--- src/rtl/des_key_schedule_pkg.sv ---
// -----------------------------------------------------------------------------
// des_key_pkg
//   Shared DES key-schedule definitions: PC1/PC2 permutation tables, the
//   per-round left-rotation schedule, FSM state type and helper functions that
//   apply the permutations. Table entries use DES bit numbering (bit 1 = MSB).
// -----------------------------------------------------------------------------
package des_key_pkg;

    typedef enum logic [1:0] {
        IDLE = 2'd0,
        PC1  = 2'd1,
        GEN  = 2'd2,
        DONE = 2'd3
    } ks_state_t;

    typedef logic [47:0] subkey_t;
    typedef logic [55:0] cd_t;

    localparam logic [5:0] PC1_TAB [56] = '{
        6'd57, 6'd49, 6'd41, 6'd33, 6'd25, 6'd17, 6'd9,
        6'd1,  6'd58, 6'd50, 6'd42, 6'd34, 6'd26, 6'd18,
        6'd10, 6'd2,  6'd59, 6'd51, 6'd43, 6'd35, 6'd27,
        6'd19, 6'd11, 6'd3,  6'd60, 6'd52, 6'd44, 6'd36,
        6'd63, 6'd55, 6'd47, 6'd39, 6'd31, 6'd23, 6'd15,
        6'd7,  6'd62, 6'd54, 6'd46, 6'd38, 6'd30, 6'd22,
        6'd14, 6'd6,  6'd61, 6'd53, 6'd45, 6'd37, 6'd29,
        6'd21, 6'd13, 6'd5,  6'd28, 6'd20, 6'd12, 6'd4
    };

    localparam logic [5:0] PC2_TAB [48] = '{
        6'd14, 6'd17, 6'd11, 6'd24, 6'd1,  6'd5,
        6'd3,  6'd28, 6'd15, 6'd6,  6'd21, 6'd10,
        6'd23, 6'd19, 6'd12, 6'd4,  6'd26, 6'd8,
        6'd16, 6'd7,  6'd27, 6'd20, 6'd13, 6'd2,
        6'd41, 6'd52, 6'd31, 6'd37, 6'd47, 6'd55,
        6'd30, 6'd40, 6'd51, 6'd45, 6'd33, 6'd48,
        6'd44, 6'd49, 6'd39, 6'd56, 6'd34, 6'd53,
        6'd46, 6'd42, 6'd50, 6'd36, 6'd29, 6'd32
    };

    // Left-rotate amount per round; the amounts sum to 28 so C/D wrap fully.
    localparam logic [1:0] SHIFT_SCHED [16] = '{
        2'd1, 2'd1, 2'd2, 2'd2, 2'd2, 2'd2, 2'd2, 2'd2,
        2'd1, 2'd2, 2'd2, 2'd2, 2'd2, 2'd2, 2'd2, 2'd1
    };

    // DES bit n of a 64-bit word lives at vector index 64-n, i.e. 63-(n-1).
    function automatic cd_t pc1_perm(input logic [63:0] key);
        cd_t cd;
        cd = '0;
        for (int i = 0; i < 56; i++) begin
            cd[55 - i] = key[6'd63 - (PC1_TAB[i] - 6'd1)];
        end
        return cd;
    endfunction

    function automatic subkey_t pc2_perm(input cd_t cd);
        subkey_t sk;
        sk = '0;
        for (int i = 0; i < 48; i++) begin
            sk[47 - i] = cd[6'd55 - (PC2_TAB[i] - 6'd1)];
        end
        return sk;
    endfunction

endpackage

--- src/rtl/des_key_schedule_chk.sv ---
// -----------------------------------------------------------------------------
// des_key_schedule_chk
//   Protocol checks for the key schedule: the fixed round count, the full
//   28-bit wrap of C/D after the last round, and single-cycle load_done.
// Ports
//   clk, rst       clock and synchronous active-high reset
//   wrap_check_i   high in the cycle that computes the last subkey
//   cd_final_i     rotated {C,D} of that cycle
//   cd_ref_i       PC1 of the key being scheduled
//   load_done_i    completion pulse
// -----------------------------------------------------------------------------
module des_key_schedule_chk
    import des_key_pkg::*;
#(
    parameter int ROUNDS = 16
) (
    input logic clk,
    input logic rst,
    input logic wrap_check_i,
    input cd_t  cd_final_i,
    input cd_t  cd_ref_i,
    input logic load_done_i
);

    a_rounds_fixed: assert property (@(posedge clk) ROUNDS == 32'sd16);

    a_cd_wrap: assert property (@(posedge clk) disable iff (rst)
        wrap_check_i |-> (cd_final_i == cd_ref_i));

    a_done_pulse: assert property (@(posedge clk) disable iff (rst)
        load_done_i |=> !load_done_i);

endmodule

--- src/rtl/des_key_schedule_key_round_step.sv ---
// -----------------------------------------------------------------------------
// key_round_step
//   One key-schedule step: rotates C and D (28 bits each) left by 1 or 2 and
//   produces the PC2 subkey of the rotated pair. Purely combinational.
// Ports
//   cd_i      in  56  {C,D} before rotation
//   shift_i   in  2   rotate amount (1 or 2)
//   cd_o      out 56  rotated {C,D}
//   subkey_o  out 48  PC2 of rotated {C,D}
// -----------------------------------------------------------------------------
module key_round_step
    import des_key_pkg::*;
(
    input  cd_t        cd_i,
    input  logic [1:0] shift_i,
    output cd_t        cd_o,
    output subkey_t    subkey_o
);

    logic [27:0] c_s;
    logic [27:0] d_s;

    // Rotate both halves independently, then permute for the subkey.
    always_comb begin
        c_s = cd_i[55:28];
        d_s = cd_i[27:0];
        if (shift_i == 2'd2) begin
            c_s = {c_s[25:0], c_s[27:26]};
            d_s = {d_s[25:0], d_s[27:26]};
        end else begin
            c_s = {c_s[26:0], c_s[27]};
            d_s = {d_s[26:0], d_s[27]};
        end
        cd_o     = {c_s, d_s};
        subkey_o = pc2_perm({c_s, d_s});
    end

endmodule

--- src/rtl/des_key_schedule.sv ---
// -----------------------------------------------------------------------------
// des_key_schedule
//   Multi-slot DES key schedule. A load runs PC1 once, then one rotate+PC2
//   step per cycle, storing all 16 subkeys of the slot. A registered read port
//   returns any subkey in encrypt or decrypt order with 1-cycle latency.
// Ports
//   clk, rst                  clock, synchronous active-high reset
//   load_key/load_sel/key_in  load strobe, destination slot, raw 64-bit key
//   busy/load_done/load_err   status: generating, completion pulse, reject pulse
//   key_valid                 per-slot schedule-complete flags
//   rd_sel/rd_round/rd_decrypt read request (slot, logical round, order)
//   rd_subkey/rd_valid        registered read data and its slot-valid flag
// -----------------------------------------------------------------------------
module des_key_schedule
    import des_key_pkg::*;
#(
    parameter  int NUM_KEYS = 3,
    parameter  int ROUNDS   = 16,
    localparam int SLOT_W   = (NUM_KEYS > 32'sd1) ? $clog2(NUM_KEYS) : 32'sd1
) (
    input  logic                clk,
    input  logic                rst,
    input  logic                load_key,
    input  logic [SLOT_W-1:0]   load_sel,
    input  logic [63:0]         key_in,
    output logic                busy,
    output logic                load_done,
    output logic                load_err,
    output logic [NUM_KEYS-1:0] key_valid,
    input  logic [SLOT_W-1:0]   rd_sel,
    input  logic [3:0]          rd_round,
    input  logic                rd_decrypt,
    output logic [47:0]         rd_subkey,
    output logic                rd_valid
);

    localparam logic [SLOT_W:0] NUM_KEYS_L = (SLOT_W + 1)'(NUM_KEYS);

    ks_state_t           state_q;
    logic [SLOT_W-1:0]   slot_q;
    logic [3:0]          cnt_q;
    cd_t                 cd_q;
    logic [63:0]         key_q;
    logic                busy_q;
    logic                load_done_q;
    logic                load_err_q;
    logic [NUM_KEYS-1:0] key_valid_q;
    subkey_t             rd_subkey_q;
    logic                rd_valid_q;
    subkey_t             mem_q [NUM_KEYS][ROUNDS];

    cd_t        cd_step_s;
    subkey_t    subkey_step_s;
    logic       load_ok_s;
    logic       rd_sel_ok_s;
    logic [3:0] rd_idx_s;

    assign load_ok_s   = (state_q == IDLE) && ({1'b0, load_sel} < NUM_KEYS_L);
    assign rd_sel_ok_s = ({1'b0, rd_sel} < NUM_KEYS_L);
    assign rd_idx_s    = rd_decrypt ? (4'd15 - rd_round) : rd_round;

    key_round_step u_step (
        .cd_i     (cd_q),
        .shift_i  (SHIFT_SCHED[cnt_q]),
        .cd_o     (cd_step_s),
        .subkey_o (subkey_step_s)
    );

    // Schedule FSM with its registered status outputs.
    always_ff @(posedge clk) begin
        if (rst) begin
            state_q     <= IDLE;
            slot_q      <= '0;
            cnt_q       <= 4'd0;
            busy_q      <= 1'b0;
            load_done_q <= 1'b0;
            load_err_q  <= 1'b0;
            key_valid_q <= '0;
        end else begin
            load_done_q <= 1'b0;
            load_err_q  <= load_key && !load_ok_s;
            case (state_q)
                IDLE: begin
                    if (load_key && load_ok_s) begin
                        slot_q                <= load_sel;
                        key_q                 <= key_in;
                        key_valid_q[load_sel] <= 1'b0;
                        busy_q                <= 1'b1;
                        state_q               <= PC1;
                    end else begin
                        state_q <= IDLE;
                    end
                end
                PC1: begin
                    cd_q    <= pc1_perm(key_q);
                    cnt_q   <= 4'd0;
                    state_q <= GEN;
                end
                GEN: begin
                    cd_q  <= cd_step_s;
                    cnt_q <= cnt_q + 4'd1;
                    if (cnt_q == 4'd15) begin
                        state_q <= DONE;
                    end else begin
                        state_q <= GEN;
                    end
                end
                DONE: begin
                    load_done_q         <= 1'b1;
                    key_valid_q[slot_q] <= 1'b1;
                    busy_q              <= 1'b0;
                    state_q             <= IDLE;
                end
                default: begin
                    busy_q  <= 1'b0;
                    state_q <= IDLE;
                end
            endcase
        end
    end

    // Subkey write port; suppressed under reset so an aborted schedule stops at once.
    always_ff @(posedge clk) begin
        if (!rst && (state_q == GEN)) begin
            mem_q[slot_q][cnt_q] <= subkey_step_s;
        end
    end

    // Registered read port; out-of-range slots read as zero and invalid.
    always_ff @(posedge clk) begin
        if (rst) begin
            rd_subkey_q <= '0;
            rd_valid_q  <= 1'b0;
        end else if (rd_sel_ok_s) begin
            rd_subkey_q <= mem_q[rd_sel][rd_idx_s];
            rd_valid_q  <= key_valid_q[rd_sel];
        end else begin
            rd_subkey_q <= '0;
            rd_valid_q  <= 1'b0;
        end
    end

    assign busy      = busy_q;
    assign load_done = load_done_q;
    assign load_err  = load_err_q;
    assign key_valid = key_valid_q;
    assign rd_subkey = rd_subkey_q;
    assign rd_valid  = rd_valid_q;

    des_key_schedule_chk #(.ROUNDS(ROUNDS)) u_chk (
        .clk          (clk),
        .rst          (rst),
        .wrap_check_i ((state_q == GEN) && (cnt_q == 4'd15)),
        .cd_final_i   (cd_step_s),
        .cd_ref_i     (pc1_perm(key_q)),
        .load_done_i  (load_done_q)
    );

endmodule
--- config.mk ---
export PLATFORM = sky130hd
export DESIGN_NAME = des_key_schedule
export DESIGN_NICKNAME = d
export VERILOG_FILES = /design/src/rtl/des_key_schedule_pkg.sv /design/src/rtl/des_key_schedule_chk.sv /design/src/rtl/des_key_schedule_key_round_step.sv /design/src/rtl/des_key_schedule.sv
export SDC_FILE = /design/constraint.sdc
export NUM_CORES = 2
export LEC_CHECK = 0
export CAP_MARGIN = 20
export CORE_UTILIZATION = 45
export DETAILED_ROUTE_END_ITERATION = 10
export SKIP_LAST_GASP = 1
export SYNTH_ARGS = -nofsm -noshare
export SYNTH_HDL_FRONTEND = slang
export SYNTH_SLANG_ARGS = --single-unit
--- constraint.sdc ---
create_clock -name clk -period 5.7 [get_ports clk]
set_input_delay 0.855 -clock clk [delete_from_list [all_inputs] [get_ports clk]]
set_output_delay 0.855 -clock clk [all_outputs]
set_load 0.01 [all_outputs]
==> results.cfg <==
[clocking]
clock_path_buffers = 3
ctsResizeCount = 0
postCtsSetupBuffers = 0
cts_root_buffer = clkbuf_16
clock_sinks = 2479
ctsHoldBuffers = 0
clkLatencyLatePin_ns = 0.89
clkTransAtPathRegs_ns = 0.06
cts_tree = yes
cts_buffers = 238
htreeDepth = 4

[synthesis]
synth_top_area_share_pct = 74.3
syn_avg_cell_area_um2 = 18.0
synthesis.nets = 5518
synthTopCellsByArea = edfxtp_1, mux4_2, mux2i_1
syn_inst = 5432
synth-edff-count = 2416
ys_seq_area_share_pct = 75.6
synth-seq-cells = 2479
async_reset_ff_share_pct = 0
netlist_area_um2 = 97600
synthTopCellsByCount = edfxtp_1, nand2_1, mux4_2
synth.most_common_cell = edfxtp_1
synth_flop_cell = edfxtp_1
yosysTopAreaCell = edfxtp_1
synth_cell_types = 68
yosys_warnings = 0

[outcome]
status = completed

[worst_setup_path]
worstPathRequired_ns = 6.43
endpoint_kind = flop
path_buf_inv = 3
worstPathArrival_ns = 4.24
crit_path_frequent_cell = buf_4
cpMaxStageDelayCell = a21oi_4
cpPeakStageDelay_ns = 0.85
critPathLaunchType = input pin
crit_chain = clkdlybuf4s50_1, buf_4, or3b_2, a21oi_4, buf_4, a32oi_1, a41oi_1, a221oi_2
path_max_fanout = 21
crit_type = input pin to flop
ff2ff_setup_slack_ns = 2.20
crit_family = compound AO/OA/AOI/OAI gates

[timing]
fmax_ghz = 0.284
slew_viol_final = 0
tns_ns = 0
hold_viol = 0
min_period_ns = 3.52
grt_setup_unrepaired = false
finClkSkew_ns = 0.0492
final-setup-viol-count = 0
worst-slew-pin-transition_ns = 1.13
slew_headroom_pct = 24.6
finalCritPeriodShare_pct = 61.7

[placement]
gp_congestion = 0.808
hpwl_um = 149000
port_buffers = 122

[final_layout]
area_growth_pct = 13.4
layout-drive-gt1-share_pct = 17.6
nFillCells = 17100
utilization_pct = 51.5
nNetsFinal = 5701
multi_input_area_um2 = 22600
regArea_um2 = 73800

[power_and_ir_drop]
switching_share_pct = 25.2
combPwrFrac_pct = 11.8
power.switching_uw = 10700
pwr-share-seq_pct = 52.0
ir_drop_v = 0.000350
pwr-share-clk_pct = 36.3
leakage_uw = 0.0349
power_density_nw_per_um2 = 384
internal_power_uw = 31700

[detailed_routing]
firstDrtPassIters = 6
routed_via_density = 6.12
num_vias = 53100
routed_wl_um = 259000
ant_nets = 0
routedWlPerCell_um = 29.9
first_iter_violations = 5657
drc = 0

[grt]
antenna_found_initial = 5
grt_max_degree = 87
grt_pass1_wl_um = 372000
grt_use_total_pct = 23.6
overflow = 0
grt_pass1_vias = 52800

[floorplanning]
die-area_um2 = 219000
core_area_um2 = 215000
die-width_um = 468
row_count = 170
floorplan.initialDensity_pct = 45.4
die_h_um = 468
ios = 131

[worst_hold_path]
hold_class = flop to flop

[job]
maxCapViolCount = 0
-- state kept, by name, indices dropped and copies added (netlist names) --
signal	flops
slot_q	2
load_err	1
rd_subkey	48
key_q	56
rd_valid	1
cd_q	56
state_q	2
cnt_q	4
key_valid	3
busy	1
mem_q	2304
load_done	1
-- cell type report --
cell class              count  area share [%]
well taps                2838            3.21
diodes                      6          0.0136
flip-flops and latches   2479            66.7
multi-input cells        2581            20.4
repair buffers            308            2.81
clock inverters           129            1.03
clock buffers             317            5.83
inverters                   7          0.0249
-- final timing paths --
check                            startpoint            end  cells after the start
worst min-delay path              slot_q[1]      slot_q[1]                      2
worst min register to register    slot_q[1]      slot_q[1]                      2
worst max register to register   state_q[0]    mem_q[0][1]                      8
worst max-delay path            rd_round[2]  rd_subkey[10]                      8
-- stage by stage --
step | setup slack, ns | cells | instance area (µm²) | total power [µW] | hold WS (ns)
after CTS | 2.22 | 8653 | 111000 | 42600 | 0.462
after detailed placement | 1.44 | 8207 | 103000 | 27400 | 0.485
after floorplan | 1.40 | 5432 | 97600 | 25200 | 0.452
after global routing | 2.09 | 8660 | 111000 | 43700 | 0.490
after global placement | 1.46 | 8205 | 103000 | 27200 | 0.480
final | 2.18 | 8665 | 111000 | 42400 | 0.494
-- routing by layer --
| metal | GRT usage (%) | wire length [µm] |
|---|---|---|
| met1 | 33.0 | 107000 |
| met2 | 39.0 | 127000 |
| met3 | 3.31 | 19100 |
| met4 | 6.15 | 6060 |
| met5 | 0 | 0 |
-- layout by cell type (no fill, tap or decap), types with 49 or more instances in the layout --
master | Yosys | layout
clkdlybuf4s50_1 | 0 | 117
nand3_1 | 98 | 98
nor2_4 | 0 | 54
mux4_2 | 347 | 347
clkbuf_16 | 0 | 239
a32oi_1 | 49 | 49
clkinv_1 | 1 | 57
o221ai_1 | 55 | 55
nand2_1 | 482 | 481
a21oi_1 | 165 | 160
o21ai_0 | 114 | 114
mux2_2 | 52 | 52
clkbuf_1 | 182 | 60
buf_4 | 44 | 148
edfxtp_1 | 2416 | 2416
dfxtp_1 | 63 | 63
a221oi_1 | 54 | 54
o22ai_1 | 100 | 99
mux2i_1 | 277 | 276
nor2_1 | 243 | 189
-- worst register-to-register path, cell delays in order (launching register included) --
cell	delay, ns
dfxtp_1	0.31
inv_1	0.10
ha_2	0.19
clkinv_1	0.07
nor2_1	0.21
and2_1	0.32
nand3_1	0.49
nor2_4	0.90
buf_4	0.53
-- power by group through the flow --
stage | combinational (µW) | clock [µW] | sequential [µW]
after floorplan | 2810 | 0 | 22300
final | 4990 | 15400 | 22000
after global placement | 4790 | 0 | 22400
after detailed placement | 4930 | 0 | 22500
after global routing | 5330 | 16200 | 22100
after CTS | 4940 | 15600 | 22100
-- cells by family after synthesis --
logic type,Yosys count,synth area share [%]
simple gates,1000,4.40
buf+inv,372,1.86
compound gates,888,6.46
flops,2479,75.6
fa+ha+maj,10,0.128
mux,676,11.4
xor+xnor,7,0.0820
Power figures use the tool's default switching activity.
